--- src/rtl/led_pulse_stretcher.sv ---
// led_pulse_stretcher
//   Turns 1-cycle event pulses into LED activity a person can see. A trigger
//   lights the channel solid for HOLD_TICKS time-base ticks. The channel then
//   fades out over 2^PWM_BITS-1 ticks with PWM, and goes dark.
//   One shared prescaler and one shared PWM counter serve every channel.
//   Each channel is its own lane instance.
// Ports
//   CLK    system clock, all logic on posedge
//   RST_N  asynchronous active-low reset
//   EN     1 = time base runs; 0 = ticks frozen (PWM keeps running)
//   TRIG   [N] per-channel event pulse; held high retriggers every cycle
//   LED    [N] registered LED drive
//   BUSY   [N] registered, high while a channel is in HOLD or FADE

// Per-channel IDLE/HOLD/FADE sequencer with registered LED/BUSY.
module led_ps_lane #(
  parameter int HOLD_TICKS = 128,
  parameter int PWM_BITS   = 8
) (
  input  logic                CLK,
  input  logic                RST_N,
  input  logic                tick,
  input  logic                trig,
  input  logic [PWM_BITS-1:0] pwm_cnt,
  output logic                led,
  output logic                busy
);
  typedef enum logic [1:0] {IDLE, HOLD, FADE} state_t;

  state_t              state, state_nxt;
  logic [7:0]          hold_cnt, hold_nxt;
  logic [PWM_BITS-1:0] level, level_nxt;
  logic                led_nxt;

  always_ff @(posedge CLK or negedge RST_N) begin
    if (!RST_N) begin
      state    <= IDLE;
      hold_cnt <= '0;
      level    <= '0;
      led      <= 1'b0;
      busy     <= 1'b0;
    end else begin
      state    <= state_nxt;
      hold_cnt <= hold_nxt;
      level    <= level_nxt;
      led      <= led_nxt;
      busy     <= (state_nxt != IDLE);
    end
  end

  always_comb begin
    state_nxt = state;
    hold_nxt  = hold_cnt;
    level_nxt = level;
    if (trig) begin
      // A trigger beats a coincident tick in every state.
      state_nxt = HOLD;
      hold_nxt  = 8'(HOLD_TICKS);
      level_nxt = '1;
    end else if (tick) begin
      case (state)
        HOLD: begin
          // Leave HOLD at 1 so hold_cnt never wraps. Level is already all-ones.
          if (hold_cnt == 8'd1) state_nxt = FADE;
          else                  hold_nxt  = hold_cnt - 8'd1;
        end
        FADE: begin
          if (level == PWM_BITS'(1)) begin
            state_nxt = IDLE;
            level_nxt = '0;
          end else begin
            level_nxt = level - PWM_BITS'(1);
          end
        end
        default: ;
      endcase
    end
    // LED is computed from next-state values so it follows TRIG one cycle later.
    led_nxt = (state_nxt == HOLD) || ((state_nxt == FADE) && (pwm_cnt < level_nxt));
  end
endmodule

module led_pulse_stretcher #(
  parameter int N           = 24,
  parameter int TICK_CYCLES = 195312,
  parameter int HOLD_TICKS  = 128,
  parameter int PWM_BITS    = 8
) (
  input  logic         CLK,
  input  logic         RST_N,
  input  logic         EN,
  input  logic [N-1:0] TRIG,
  output logic [N-1:0] LED,
  output logic [N-1:0] BUSY
);
  localparam int PW = (TICK_CYCLES > 1) ? $clog2(TICK_CYCLES) : 1;

  logic [PW-1:0]       pre_cnt;
  logic [PWM_BITS-1:0] pwm_cnt;
  logic                tick;

  assign tick = EN && (pre_cnt == PW'(TICK_CYCLES - 1));

  always_ff @(posedge CLK or negedge RST_N) begin
    if (!RST_N) begin
      pre_cnt <= '0;
      pwm_cnt <= '0;
    end else begin
      if (EN) pre_cnt <= tick ? '0 : pre_cnt + PW'(1);
      pwm_cnt <= pwm_cnt + PWM_BITS'(1);
    end
  end

  for (genvar i = 0; i < N; i++) begin : g_lane
    led_ps_lane #(
      .HOLD_TICKS (HOLD_TICKS),
      .PWM_BITS   (PWM_BITS)
    ) u_lane (
      .CLK     (CLK),
      .RST_N   (RST_N),
      .tick    (tick),
      .trig    (TRIG[i]),
      .pwm_cnt (pwm_cnt),
      .led     (LED[i]),
      .busy    (BUSY[i])
    );
  end
endmodule

--- config.mk ---
export PLATFORM = sky130hd
export DESIGN_NAME = led_pulse_stretcher
export DESIGN_NICKNAME = d
export VERILOG_FILES = /design/src/rtl/led_pulse_stretcher.sv
export SDC_FILE = /design/constraint.sdc
export NUM_CORES = 1
export LEC_CHECK = 0
export CAP_MARGIN = 20
export CELL_PAD_IN_SITES_DETAIL_PLACEMENT = 0
export CELL_PAD_IN_SITES_GLOBAL_PLACEMENT = 1
export CORE_MARGIN = 3
export CORE_UTILIZATION = 53
export DETAILED_ROUTE_END_ITERATION = 12
export GPL_TIMING_DRIVEN = 0
export PLACE_DENSITY = 0.87
export SYNTH_ARGS = -nofsm -noshare
export SYNTH_HDL_FRONTEND = slang
export SYNTH_SLANG_ARGS = --single-unit
--- constraint.sdc ---
create_clock -name CLK -period 6.9 [get_ports CLK]
set_clock_uncertainty 0.05 [all_clocks]
set_input_delay 1.38 -clock CLK [delete_from_list [all_inputs] [get_ports CLK]]
set_output_delay 1.38 -clock CLK [all_outputs]
set_load 0.02 [all_outputs]
======== Word-level counts from Yosys, hierarchy flattened ========
Index checks and enable logic that the tools add are counted.
word-level totals
  register bits ........................... 506
  input port bits ......................... 27
  output and inout bits ................... 48
operators by class
  add/sub/neg operators ................... 50
  magnitude comparators ................... 24
  equality and inequality tests ........... 169
  mux-type cells .......................... 313
  reductions and logical operators ........ 145
operator list
  kind                     count
  $mux W8                  192
  $eq A8 B1 Y1 const B     48
  $sub A8 B1 Y8 const B    48
  $lt A8 B8 Y1             24
  $mux W2                  96
  $reduce_bool A2 Y1       72
  $eq A2 B1 Y1 const B     48
  $eq A2 B2 Y1 const B     48
  $pmux W2 S2              24
  $reduce_and A3 Y1        24
  $ne A2 B2 Y1 const B     24
  $logic_and A1 B1 Y1      25
  $logic_or A1 B1 Y1       24
  $add A18 B1 Y18 const B  1
  $eq A18 B18 Y1 const B   1
  $mux W18                 1
  $add A8 B1 Y8 const B    1

======== Depth between registers and ports, before layout ========
  depth after elaboration ................. 8
  depth in mapped cells ................... 18

======== Modules after synthesis ========
A second synthesis with hierarchy kept.
unflattened totals
  cell total of the unflattened synthesis .. 3350
  area total of the unflattened synthesis .. 32247.2 µm²
modules (own cells, without submodules)
  module                                instances  cells an instance  area an instance (µm²)  seq. area each (µm²)
  led_ps_lane at g_lane[12].u_lane ...  17         136                1293.7                  500.5
  led_ps_lane at g_lane[0].u_lane ...   5          131                1288.7                  500.5
  led_ps_lane at g_lane[9].u_lane       1          139                1323.8                  500.5
  led_ps_lane at g_lane[11].u_lane      1          130                1285.0                  500.5
  led_pulse_stretcher                   1          114                1201.2                  650.6

======== Least setup slack after synthesis ========
OpenSTA, ideal clock, no wires.
  path kind ............................... input port to flip-flop
  from .................................... in EN
  to ...................................... reg g_lane[10].u_lane.led
  setup time .............................. 0.066 ns
  data arrival time ....................... 4.524 ns
  path slack .............................. 2.260 ns
  stages on the path ...................... 17
  buffers on the path ..................... 4
  cells stage by stage .................... buf_2 > nand3_1 > nor2_2 > nand2_4 > buf_6 > buf_2 > buf_1 > nor3_1 > nor2_1 > and2_1 > ha_1 > a2111oi_0 > o211ai_1 > nor4_1 > a311oi_1 > nor3_1 > mux2_2
between the ends
  longest elaborated chain between the ends .. 6
  elaborated cells between the ends (all ways) .. 10
ends and longest elaborated chain
  what                                                 line  text
  start, declared                                      91    input logic EN,
  $logic_and A1 B1 Y1 (*)                              102   assign tick = EN && (pre_cnt == PW'(TICK_CYCLES - 1));
  $mux W8 / $mux W2 (equally long branches)            60    end else if (tick) begin
  $mux W8 / $mux W2 (equally long branches)            55    if (trig) begin
  $lt A8 B8 Y1 / $eq A2 B2 Y1 (equally long branches)  79    led_nxt = (state_nxt == HOLD) || ((state_nxt == FADE) && (pwm_cnt < level_nxt));
  $logic_and A1 B1 Y1                                  79
  $logic_or A1 B1 Y1 (*)                               79
  named net g_lane[10].u_lane.led_nxt                  33    logic led_nxt;
  end signal, assigned                                 46    led <= led_nxt;
  end, declared                                        25    output logic led,
Mark *: on every way through the listed nets, which the timed path passes. The rest lies on a longest branch.
A chain may end at the register's enable or synchronous reset.

======== Worst setup path in the final report ========
  from .................................... in EN
  to ...................................... reg g_lane[13].u_lane.led
between the ends
  longest elaborated chain between the ends .. 6
  elaborated cells between the ends (all ways) .. 10
ends and longest elaborated chain
  what                                                 line
  $logic_and A1 B1 Y1 (*)                              102
  $mux W8 / $mux W2 (equally long branches)            60
  $mux W8 / $mux W2 (equally long branches)            55
  $lt A8 B8 Y1 / $eq A2 B2 Y1 (equally long branches)  79
  $logic_and A1 B1 Y1                                  79
  $logic_or A1 B1 Y1 (*)                               79
  named net g_lane[13].u_lane.led_nxt                  33
  end signal, assigned                                 46
  end, declared                                        25
Marked as above.

==> metrics <==
reg-to-reg startpoint=pre_cnt[0]; drt first-iter violations=1,948; Post-DRT Antenna Nets=0; critical-path cell list=buf_2 -> nand3_1 -> nor2_2 -> clkbuf_1 -> clkbuf_1 -> buf_8 -> nand3_1 -> nor2_1 -> a211oi_1 -> ha_1 -> a2111oi_0 -> o211ai_1 -> nor4_1 -> a311oi_1 -> nor3_1 -> mux2_2; WL final=92.00 mm; Slew Viols, Final=0; total track usage=roughly 28%; CP Data Required Time=approximately 7.4 ns; RSZ-0062 raised after global routing=false; post-cts resize count=0; Rel. slew slack=between 10% and 20%; first drt pass iteration count=6; CP Launch Point=EN; Placed Instances=4,611; routed vias=27,961; share of the synthesized area in the top cell type=38.46%; clk root buf=clkbuf_16; fin crit period=6.250 ns; min-delay src=g_lane[11].u_lane.hold_cnt[7]; die height=255.2 microns; number of H-tree levels=2; status=finished, final reports clean; clock tree from TritonCTS=built; top post-synthesis cells by area=dfrtp_1 (38%), ha_1 (12%), nor2_1 (5.6%); setup TNS=0 ns; GP Congestion=just under 0.9; Synth Warn #=0; number of vias per cell=5.923; first-pass GRT wire length=145.9 mm; HPWL Detailed=62.73 mm; Worst EP arrival=6.75 ns; Avg WL per Cell=19.49 microns; Starting Density=54.05%; CP delay by family, top=buffers and inverters; Inserted Clock Buffers=58; Final period util=90.58%; Lkg Pwr=15.44 nW; Port Buffers=54; total congestion overflow=0; Worst Hold Class=register to register; Area growth syn-to-layout=13.11%; # IOs=75; Max Cap Violations=0; most frequent cells in the layout=dfrtp_1 (499), nor2_1 (492), ha_1 (314); Worst Setup Path Type=primary input to register; Seq/Total Area, Yosys=38.46%; setup bufs post-CTS=0; CTS Buffer Depth=3; CP Max Fanout=10; Post-layout nets=between 4,000 and 5,000; critical path launch point type=primary input; full die area=about 65,000 sq um; largest net degree at the start of global routing=120; Layout Cells excl Fill=about 4,700; post-route DRC violation count=0; Post-Place Cell Area=35,000 sq um; Die Wd=255.2 microns; syn_area_per_cell=8.889 sq um; Slew @ Worst Pin=1.240 ns; # rows=90; #FFs+latches synth=506; Final setup viols=0; Main synth FF type=dfrtp_1; Netlist cell types=71; share of cells above drive strength 1=about 7.0%; endpoint class of the critical path=register; Cell Area, Synth=around 33,000 sq um; Synth async-reset ratio=100.0%; # hold bufs at CTS=0; crit-path max cell delay=0.92 ns; initial antenna violation count=5; fmax=160.0 MHz; Clk Latency, worst-skew pair=0.64 ns; Final Cell Area=approximately 37,000 sq um; most common cell after layout, fill and taps aside=dfrtp_1; cell count after synthesis=about 3,700; Fin. Hold Viols=0; Post-synth EDFFs=0; power per cell area=185.3 nW/um^2; Critical-path top delay cell=nor2_2; VDD IR max=0.2583 mV; number of global-route vias before repair=26,627; Pwr Total=0.006901 W; cell taking the most area after synthesis=dfrtp_1; Syn Nets=4,045; Buf/Inv on CP=4; CTS Sinks=506; filler instances=~5,400; clk slew on worst S/H paths=about 0.060 ns; core area=60,920 sq um
[power by group]
group	internal (W)	total, W	leakage (nW)	switching, W
Clock	0.00230	0.00362	1.08	0.00133
Combinational	0.0000588	0.000269	8.83	0.000211
Sequential	0.00299	0.00301	5.53	0.0000213
[layer usage]
layer / up-vias / part of all wire, % / track usage, %
met5: - / 0.025 / 0
met4: 4 / 3.9 / 11.42
met3: 226 / 7.3 / 4.715
met2: 865 / 45 / 45.06
met1: 13440 / 44 / 39.07
li1: 13426 / - / -
[worst register-to-register path: stages (launching register included)]
cell,delay [ns]
dfrtp_1,0.39
ha_1,0.20
nand3_1,0.13
nor2_2,0.92
clkbuf_1,0.84
clkbuf_1,0.65
buf_8,0.27
nand3_1,0.23
nor2_1,0.16
a211oi_1,0.08
ha_1,0.22
a2111oi_0,0.83
o211ai_1,0.20
nor4_1,0.21
a311oi_1,0.10
nor3_1,0.21
mux2_2,0.17
[sequential cells by signal, indices dropped and copies added, names as in the netlist]
register                cells
g_lane.u_lane.state        48
g_lane.u_lane.busy         24
g_lane.u_lane.hold_cnt    192
pre_cnt                    18
g_lane.u_lane.level       192
g_lane.u_lane.led          24
pwm_cnt                     8
[cell families (layout without fill, tap and decap cells)]
kind of cell	after synthesis	after routing	share of synthesized area (%)
buffers and inverters	480	666	6.152
and+or+nand+nor	1423	1423	21.72
AOI/OAI and AO/OA	759	759	15.55
other	0	3	0
xor gates and xnor gates	170	170	4.522
adders and majority gates	314	314	11.93
muxes	52	52	1.672
DFF	506	506	38.46
[Yosys cell counts (all sizes together) (17+ instances only)]
cell type,count
o41ai,21
o31ai,19
o21a,95
a211oi,84
mux2,24
a211o,34
o211ai,20
a31oi,28
clkbuf,110
nand3b,19
nor2b,35
and2,38
nand4,38
or3,55
nand3,115
nand4b,24
a221oi,19
nor4,72
a221o,17
a2111oi,20
xor2,118
or4,25
buf,81
mux2i,28
or4b,23
nor3,163
nand2b,51
xnor2,52
dfrtp,506
o311ai,18
o21bai,21
ha,314
o21ai,151
nor2,493
a21oi,160
nand2,195
and3,35
inv,289
[cell type report]
class                      count  area (sq um)  share of cell area (%)
clock inverter                28         576.8                   1.549
timing repair buffer          81          1044                   2.802
clock buffer                  77          1644                   4.414
antenna                        3         7.507                 0.02016
inverter                     289          1085                   2.913
sequential                   506         12670                   34.02
tap                          828          1036                   2.782
buffer                       191         942.2                   2.530
multi-input combinational   2718         18240                   48.97
[path summary, 6_finish.rpt]
check,to,cells after the start,slack (ns)
setup / recovery,g_lane[13].u_lane.led,16,0.65
hold / removal,g_lane[11].u_lane.hold_cnt[7],2,0.46
setup reg to reg,g_lane[13].u_lane.led,16,0.96
hold reg to reg,g_lane[11].u_lane.hold_cnt[7],2,0.46
max in group asynchronous,g_lane[20].u_lane.level[6],3,4.58
min in group asynchronous,g_lane[23].u_lane.hold_cnt[4],1,0.64
[through the flow]
stage	hold slack (ns)	utilization, %	worst slack [ns]
final	0.4642	61.13	0.6496
after global routing	0.4896	61.12	0.3529
after CTS	0.4653	61.09	0.8817
after detailed placement	0.4441	57.45	0.2684
after global placement	0.4411	56.63	-18.94
after floorplan	0.4089	-	2.260
Note: power is estimated with default switching activity, not from simulation.
